File: src/rtl/thread_sched.sv
// thread_sched: round-robin fetch thread scheduler for the multithreaded
// front end. Each cycle it picks the next thread to fetch and skips threads
// blocked on an I-TLB miss, an I-cache miss or (optionally) a squash backoff.
//
// Ports:
//   clk, rst                 clock, synchronous active-high reset
//   stall                    front end busy; hold the current grant
//   fb_valid/fb_thread       feedback for a fetched instruction, with
//   fb_itlb_miss/            miss and squash qualifiers
//   fb_icache_miss/fb_squash
//   fill_valid/fill_thread   I-cache fill done for a thread
//   tlb_done/tlb_thread      I-TLB miss handled for a thread
//   thread, fetch_valid      registered grant
//   blocked                  per-thread "not READY" flags
//
// Optional feature macro: SCHED_BACKOFF_EN builds the squash BACKOFF state
// and per-thread down-counters. Without it fb_squash is ignored.
module thread_sched #(
  parameter int NTHREADS = 4,
  parameter int TIDW     = $clog2(NTHREADS),
  parameter int BACKOFF  = 3
) (
  input  logic                clk,
  input  logic                rst,
  input  logic                stall,
  input  logic                fb_valid,
  input  logic [TIDW-1:0]     fb_thread,
  input  logic                fb_itlb_miss,
  input  logic                fb_icache_miss,
  input  logic                fb_squash,
  input  logic                fill_valid,
  input  logic [TIDW-1:0]     fill_thread,
  input  logic                tlb_done,
  input  logic [TIDW-1:0]     tlb_thread,
  output logic [TIDW-1:0]     thread,
  output logic                fetch_valid,
  output logic [NTHREADS-1:0] blocked
);

  if (NTHREADS < 2 || BACKOFF < 1) begin : g_bad_cfg
    $error("thread_sched: NTHREADS must be >= 2 and BACKOFF >= 1");
  end

  typedef enum logic [1:0] {
    S_READY,
    S_WAIT_TLB,
    S_WAIT_MEM,
    S_BACKOFF
  } tstate_e;

  tstate_e st_q [NTHREADS];
  tstate_e st_d [NTHREADS];

`ifdef SCHED_BACKOFF_EN
  localparam int CW = $clog2(BACKOFF + 1);
  logic [CW-1:0] cnt_q [NTHREADS];
  logic [CW-1:0] cnt_d [NTHREADS];
`else
  logic unused_squash;
  assign unused_squash = fb_squash;
`endif

  logic [NTHREADS-1:0] res;
  logic [NTHREADS-1:0] open;
  logic [NTHREADS-1:0] rdy_d;
  logic [TIDW-1:0]     thread_q, thread_d;
  logic [TIDW-1:0]     ptr_q, ptr_d;
  logic [TIDW-1:0]     base, pick, idx;
  logic                fv_q, fv_d;
  logic                found;

  // Per-thread next state. A thread resolving this cycle counts as READY
  // for feedback, so same-cycle feedback re-blocks it.
  always_comb begin
    res     = '0;
    open    = '0;
    rdy_d   = '0;
    blocked = '0;
    for (int i = 0; i < NTHREADS; i++) begin
      st_d[i] = st_q[i];
`ifdef SCHED_BACKOFF_EN
      cnt_d[i] = cnt_q[i];
`endif
      case (st_q[i])
        S_WAIT_TLB:
          res[i] = tlb_done && (tlb_thread == TIDW'(i));
        S_WAIT_MEM:
          res[i] = fill_valid && (fill_thread == TIDW'(i));
`ifdef SCHED_BACKOFF_EN
        S_BACKOFF: begin
          cnt_d[i] = cnt_q[i] - CW'(1);
          res[i]   = (cnt_q[i] == CW'(1));
        end
`endif
        default: res[i] = 1'b0;
      endcase
      if (res[i]) st_d[i] = S_READY;
      open[i] = (st_q[i] == S_READY) || res[i];
      if (open[i] && fb_valid && (fb_thread == TIDW'(i))) begin
        if (fb_itlb_miss) begin
          st_d[i] = S_WAIT_TLB;
        end else if (fb_icache_miss) begin
          st_d[i] = S_WAIT_MEM;
`ifdef SCHED_BACKOFF_EN
        end else if (fb_squash) begin
          st_d[i]  = S_BACKOFF;
          cnt_d[i] = CW'(BACKOFF);
`endif
        end
      end
      rdy_d[i]   = (st_d[i] == S_READY);
      blocked[i] = (st_q[i] != S_READY);
    end
  end

  // Round-robin grant on next-state readiness. A consumed grant moves the
  // pointer; the pointer's own thread is searched last.
  always_comb begin
    base  = (fv_q && !stall) ? thread_q : ptr_q;
    ptr_d = base;
    found = 1'b0;
    pick  = base;
    idx   = base;
    for (int k = 1; k <= NTHREADS; k++) begin
      idx = base + TIDW'(k);
      if (!found && rdy_d[idx]) begin
        found = 1'b1;
        pick  = idx;
      end
    end
    if (stall) begin
      thread_d = thread_q;
      fv_d     = fv_q && rdy_d[thread_q];
    end else if (found) begin
      thread_d = pick;
      fv_d     = 1'b1;
    end else begin
      thread_d = thread_q;
      fv_d     = 1'b0;
    end
  end

  always_ff @(posedge clk) begin
    if (rst) begin
      for (int i = 0; i < NTHREADS; i++) begin
        st_q[i] <= S_READY;
`ifdef SCHED_BACKOFF_EN
        cnt_q[i] <= '0;
`endif
      end
      thread_q <= '0;
      fv_q     <= 1'b0;
      ptr_q    <= TIDW'(NTHREADS - 1);
    end else begin
      for (int i = 0; i < NTHREADS; i++) begin
        st_q[i] <= st_d[i];
`ifdef SCHED_BACKOFF_EN
        cnt_q[i] <= cnt_d[i];
`endif
      end
      thread_q <= thread_d;
      fv_q     <= fv_d;
      ptr_q    <= ptr_d;
    end
  end

  assign thread      = thread_q;
  assign fetch_valid = fv_q;

endmodule
File: config.mk
export PLATFORM = sky130hd
export DESIGN_NAME = thread_sched
export DESIGN_NICKNAME = d
export VERILOG_FILES = /design/src/rtl/thread_sched.sv
export SDC_FILE = /design/constraint.sdc
export NUM_CORES = 1
export LEC_CHECK = 0
export CORE_MARGIN = 2
export CORE_UTILIZATION = 50
export CTS_BUF_LIST = sky130_fd_sc_hd__clkbuf_4
export CTS_CLUSTER_DIAMETER = 100
export CTS_CLUSTER_SIZE = 8
export DETAILED_ROUTE_END_ITERATION = 7
export PLACE_DENSITY = 0.75
export SYNTH_ARGS = -nofsm -noshare
export SYNTH_HDL_FRONTEND = slang
export SYNTH_SLANG_ARGS = --single-unit
File: constraint.sdc
create_clock -name clk -period 2.5 [get_ports clk]
set_clock_uncertainty 0.15 [all_clocks]
set_input_delay 0.25 -clock clk [delete_from_list [all_inputs] [get_ports clk]]
set_output_delay 0.25 -clock clk [all_outputs]
set_load 0.05 [all_outputs]
==> results of run 1 <==
==> routing by layer <==
| metal | routed length (um) | vias up |
|---|---|---|
| li1 | - | 578 |
| met2 | 1250 | 18 |
| met3 | 68 | 6 |
| met4 | 58 | 0 |
| met1 | 1350 | 529 |
| met5 | 0 | - |
==> metrics by stage <==
step | hold slack [ns] | worst slack (ns) | total power, W | util [%]
3_5_place_dp | 0.334 | 0.0324 | 0.000428 | 65.5
2_1_floorplan | 0.201 | 0.195 | 0.000355 | -
5_1_grt | 0.380 | 0.0144 | 0.000616 | 66.9
3_3_place_gp | 0.313 | 0.0646 | 0.000424 | 65.5
4_1_cts | 0.357 | 0.143 | 0.000587 | 66.9
6_report | 0.343 | 0.155 | 0.000585 | 66.9
==> cells in the mapped netlist (3+ instances only) <==
library cell  instances  area share (%)
a21oi_1               7             3.0
a31oi_1               3             1.6
dfxtp_1              13              22
ha_1                 12              13
inv_1                14             4.5
nand2_1               7             2.3
nand2b_1              5             2.7
nand4_1               3             1.6
nor2_1               16             5.2
nor3_1                5             2.1
o21ai_1               4             1.7
or3_1                 3             1.6
==> cells by family (layout without fill, tap and decap cells) <==
| logic type | count (synthesis) | count (layout) |
|---|---|---|
| AND/OR/NAND/NOR | 55 | 55 |
| flip-flops | 13 | 13 |
| adder cells (fa/ha/maj) | 12 | 12 |
| AO/OA/AOI/OAI | 39 | 39 |
| multiplexers | 3 | 3 |
| buffers and inverters | 15 | 45 |
==> final timing paths <==
kind / endpoint / depth (start not counted) / start
setup / recovery: fetch_valid / 10 / st_q[1][1]
hold / removal: ptr_q[0] / 2 / ptr_q[0]
setup reg to reg: fetch_valid / 10 / st_q[1][1]
hold reg to reg: ptr_q[0] / 2 / ptr_q[0]
==> flip-flops by register name (all words and copies together) (netlist names) <==
register and flops:
st_q 8, ptr_q 2, thread 2, fetch_valid 1
==> tightest hold or removal path: cells and delay by family, from the launching register on <==
kind | cells | cell delay, ns
flip-flops | 1 | 0.32
AND/OR/NAND/NOR | 1 | 0.07
multiplexers | 1 | 0.08
==> area by class of cell <==
class | instances | area (um2)
clock buffers | 4 | 30.0
fillers | 202 | 733
inverters | 14 | 52.6
multi-input cells | 109 | 848
flip-flops and latches | 13 | 260
well taps | 28 | 35.0
repair buffers | 27 | 253
==> power groups by stage <==
stage               combinational, W  clock [W]  sequential, W
finish                      0.000197   0.000160       0.000228
global route                0.000215   0.000172       0.000230
CTS                         0.000196   0.000162       0.000228
detailed placement          0.000195          0       0.000233
global placement            0.000192          0       0.000232
floorplan                   0.000110          0       0.000245
==> cells in the final DEF, fill, tap and decap left out, types with 2 or more instances in the layout <==
master           instances
a21oi_1                  7
a22oi_1                  2
a31oi_1                  3
and2b_2                  2
and4b_1                  2
and4bb_1                 2
buf_4                    7
clkbuf_4                 4
clkdlybuf4s50_1         20
dfxtp_1                 13
ha_1                    12
inv_1                   14
mux2i_1                  2
nand2_1                  7
nand2b_1                 5
nand4_1                  3
nand4b_1                 2
nor2_1                  16
nor3_1                   5
o211ai_1                 2
o21ai_1                  4
or3_1                    3
==> results.sh, run 1 <==
export IMPL_endpoint_kind="register"
export IMPL_pwr_share_clk_pct=27.3
export IMPL_dieWidth_um=52.3
export IMPL_worstPathArrival_ns=2.41
export IMPL_grtUsageMet1_pct=28.5
export IMPL_p_sw_share_pct=35.5
export IMPL_grt_pass1_wl_mm=4.68
export IMPL_grt_max_degree=15
export IMPL_num_io_pins=22
export IMPL_viasPerCell=5.80
export IMPL_hold_viol=0
export IMPL_dieArea_um2=2730
export IMPL_clock_latency_ns=0.30
export IMPL_regToRegSetupSlack_ns=0.16
export IMPL_antennaDiodeCount=0
export IMPL_grt_ovfl_total=0
export IMPL_synth_top_family_by_area="simple AND/OR/NAND/NOR gates"
export IMPL_layout_cells_non_filler=195
export IMPL_die_h_um=52.3
export IMPL_synth_edf_count=0
export IMPL_rsz0062_at_grt="no"
export IMPL_cts_resized_gates=0
export IMPL_slew_headroom_pct=65.0
export IMPL_fin_nets=195
export IMPL_min_period_ns=2.34
export IMPL_crit_type="register to register"
export IMPL_critPathBufInv=2
export IMPL_period_share_pct=93.8
export IMPL_cpMaxStageDelayCell="dfxtp_1"
export IMPL_met2_usage_pct=39.0
export IMPL_synth_xor_area_share_pct=0
export IMPL_grt_total_usage_pct=23.3
export IMPL_drive_gt1_share_pct=14.4
export IMPL_place_inst=191
export IMPL_grt_pass1_vias=1105
export IMPL_yosys_warnings=0
export IMPL_detail_route_antenna_nets=0
export IMPL_crit_chain="inv_1, ha_1, or3_1, nor3_1, nor3b_4, buf_4, mux2_2, nand2_1, o2111ai_1, a21oi_1"
export IMPL_syn_num_nets=164
export IMPL_synth_cell_types=49
export IMPL_comb_power_share_pct=33.7
export IMPL_root_buffer="clkbuf_4"
export IMPL_drv_cap=0
export IMPL_port_buffers=20
export IMPL_syn_inst=137
export IMPL_core_rowCount=17
export IMPL_critPathRequiredTime_ns=2.57
export IMPL_clkTransAtPathRegs_ns=0.11
export IMPL_wire_per_inst_um=14.0
export IMPL_power_density_nw_per_um2=395
export IMPL_internal_power_w=0.000377
export IMPL_dpl_instance_area_um2=1450
export IMPL_routed_wl_mm=2.72
export IMPL_worstMarginPinSlew_ns=0.524
export IMPL_postCtsSetupBuffers=0
export IMPL_final_area_um2=1480
export IMPL_synthToLayoutAreaGrowth_pct=27.0
export IMPL_seq_power_share_pct=39.0
export IMPL_synthMuxAreaShare_pct=2.69
export IMPL_hold_class="register to register"
export IMPL_status="finished clean"
export IMPL_num_vias=1131
export IMPL_core_area_um2=2210
export IMPL_synth_simple_gate_area_share_pct=28.7
export IMPL_max_clock_path_buffers=2
export IMPL_synth_compound_area_share_pct=28.6
export IMPL_setup_viol=0
export IMPL_synth_area_um2=1160
export IMPL_cts_tree="done"
export IMPL_slew_viol_final=0
export IMPL_cts_sinks=13
export IMPL_critPathMaxStageDelay_ns=0.39
export IMPL_cts_hold_buffers=0
export IMPL_place_gp_congestion=0.839
export IMPL_synthAdderAreaFrac_pct=12.9
export IMPL_drt_pass1_iterations=4
export IMPL_ys_ff_latch=13
export IMPL_p_sw_w=0.000207
export IMPL_busiest_layer="met2"
export IMPL_setup_tns_ns=0
export IMPL_dpl_hpwl_mm=2.21
export IMPL_synthArstFlopShare_pct=0
export IMPL_max_freq_mhz=427
export IMPL_synthFlopType="dfxtp_1"
export IMPL_drtIter0Drc=23
export IMPL_peakVddDrop_mv=0.328
export IMPL_crit_family="simple AND/OR/NAND/NOR gates"
export IMPL_p_leak_nw=0.578
export IMPL_cts_buffers=3
export IMPL_syn_avg_cell_area_um2=8.50
export IMPL_start_util_pct=52.7
export IMPL_antenna_found_initial=0
export IMPL_ys_seq_area_share_pct=22.3
export IMPL_crit_fanout=4
export IMPL_met3_usage_pct=3.71
export IMPL_ctsHtreeMaxLevel=1
export IMPL_crit_path_start_kind="register"
export IMPL_drc=0
(Power assumes the default switching activity.)
==> run 2: changes to the inputs <==
Settings changed: CORE_MARGIN 2 to 1.5, PLACE_DENSITY 0.75 to 0.78.
==> results.sh, run 2 (synthesis gave the netlist of run 1 again) <==
export IMPL_status="finished clean"
export IMPL_layout_common_cells="clkdlybuf4s50_1 (20), nor2_1 (16), inv_1 (14)"
export IMPL_place_gp_congestion=0.817
export IMPL_hold_viol=0
export IMPL_p_sw_share_pct=35.2
export IMPL_core_area_um2=2210
export IMPL_num_vias=1160
export IMPL_drive_gt1_share_pct=15.5
export IMPL_pwr_share_clk_pct=26.7
export IMPL_slew_viol_final=0
export IMPL_routed_wl_mm=2.81
export IMPL_setup_viol=0
export IMPL_final_common_cell="clkdlybuf4s50_1"
export IMPL_slew_headroom_pct=64.0
export IMPL_largest_register_ffs=8
export IMPL_max_clock_path_buffers=2
export IMPL_p_sw_w=0.000206
export IMPL_max_freq_mhz=426
export IMPL_ctsHtreeMaxLevel=1
export IMPL_crit_chain="inv_1, ha_1, inv_1, clkdlybuf4s50_1"
export IMPL_top_register="st_q"
export IMPL_cpMostUsedCell="inv_1"
export IMPL_seq_power_share_pct=39.1
export IMPL_drtIter0Drc=18
export IMPL_synthToLayoutAreaGrowth_pct=28.0
export IMPL_cpMaxStageDelayCell="clkdlybuf4s50_1"
export IMPL_clkTransAtPathRegs_ns=0.10
export IMPL_num_io_pins=22
export IMPL_dieArea_um2=2630
export IMPL_viasPerCell=5.92
export IMPL_drv_cap=0
export IMPL_p_leak_nw=0.587
export IMPL_critPathMaxStageDelay_ns=0.81
export IMPL_wire_per_inst_um=14.3
export IMPL_cts_buffers=3
export IMPL_drt_pass1_iterations=4
export IMPL_fin_util_pct=67.4
export IMPL_layout_cells_non_filler=196
export IMPL_crit_type="register to output pin"
export IMPL_cts_tree="done"
export IMPL_comb_power_share_pct=34.2
export IMPL_grt_ovfl_total=0
export IMPL_dieWidth_um=51.3
export IMPL_power_density_nw_per_um2=392
export IMPL_detail_route_antenna_nets=0
export IMPL_internal_power_w=0.000379
export IMPL_cts_sinks=13
export IMPL_die_h_um=51.3
export IMPL_drc=0
export IMPL_worstPathArrival_ns=1.95
export IMPL_crit_fanout=4
export IMPL_antennaDiodeCount=0
export IMPL_hold_class="register to register"
export IMPL_root_buffer="clkbuf_4"
export IMPL_min_period_ns=2.35
export IMPL_grt_pass1_wl_mm=4.71
export IMPL_port_buffers=20
export IMPL_endpoint_kind="output pin"
export IMPL_setup_tns_ns=0
export IMPL_crit_family="buffers and inverters"
export IMPL_grt_max_degree=15
export IMPL_antenna_found_initial=0
export IMPL_n_fill_cell=198
export IMPL_rsz0062_at_grt="no"
export IMPL_grt_total_usage_pct=24.1
export IMPL_critPathBufInv=3
export IMPL_start_util_pct=52.7
export IMPL_worstMarginPinSlew_ns=0.538
export IMPL_fin_nets=196
export IMPL_core_rowCount=17
export IMPL_peakVddDrop_mv=0.286
export IMPL_crit_path_start_kind="register"
export IMPL_dpl_hpwl_mm=2.22
export IMPL_period_share_pct=93.9
export IMPL_cts_hold_buffers=0
export IMPL_totalPowerFinal_w=0.000585
export IMPL_place_inst=192
export IMPL_critPathRequiredTime_ns=2.10
export IMPL_clock_latency_ns=0.30
export IMPL_grt_pass1_vias=1061
==> run 2: cell types whose count changed in the layout (fill, tap and decap cells not counted) <==
cell      change
nor3_2        +1
o311ai_1      -1
o311ai_0      +1
buf_4         +1
nor3_1        -1
==> run 2: cell type report <==
cell class	count	area (um2)	share of cell area, %
multi-input cells	109	853	57.2
flip-flops and latches	13	260	17.4
repair buffers	28	260	17.4
inverters	14	52.6	3.52
well taps	28	35.0	2.35
clock buffers	4	30.0	2.01
==> run 2: final timing paths <==
check	from	endpoint	slack [ns]	depth (start not counted)
min reg2reg	ptr_q[0]	ptr_q[0]	0.34	2
max reg2reg	st_q[3][0]	fetch_valid	0.17	9
max	st_q[1][0]	blocked[1]	0.15	4
min	ptr_q[0]	ptr_q[0]	0.34	2
==> run 2: layer usage <==
layer	GRT usage, %	share of wire, %	vias up
met2	41.3	48	34
li1	-	-	582
met3	3.51	5.4	5
met1	30.0	45	539
met5	0	0	-
met4	9.65	1.4	0
==> run 2: stage by stage <==
stage	setup WS [ns]	area, um2	hold slack [ns]
final	0.153	1490	0.341
after global routing	0.0329	1490	0.360
after CTS	0.161	1490	0.344
after detailed placement	0.0775	1460	0.321
after global placement	0.0938	1460	0.315
after floorplan	0.195	1160	0.201
==> run 2: repair_timing <==
item	in CTS	in global routing
hold endpoints to repair	0	0
gates resized for setup	0	1
setup endpoints to repair	0	1
setup buffers	0	0
==> run 2: worst min-delay path, delay by kind of cell (launching register included) <==
kind | cells | cell delay, ns
flops | 1 | 0.31
simple gates | 1 | 0.07
mux | 1 | 0.08
==> run 2: power groups by stage <==
| stage | sequential (W) | combinational, W | clock (W) |
|---|---|---|---|
| after CTS | 0.000228 | 0.000200 | 0.000161 |
| final | 0.000229 | 0.000200 | 0.000156 |
| after global placement | 0.000232 | 0.000194 | 0 |
| after detailed placement | 0.000233 | 0.000198 | 0 |
| after global routing | 0.000230 | 0.000217 | 0.000175 |
| after floorplan | 0.000245 | 0.000110 | 0 |
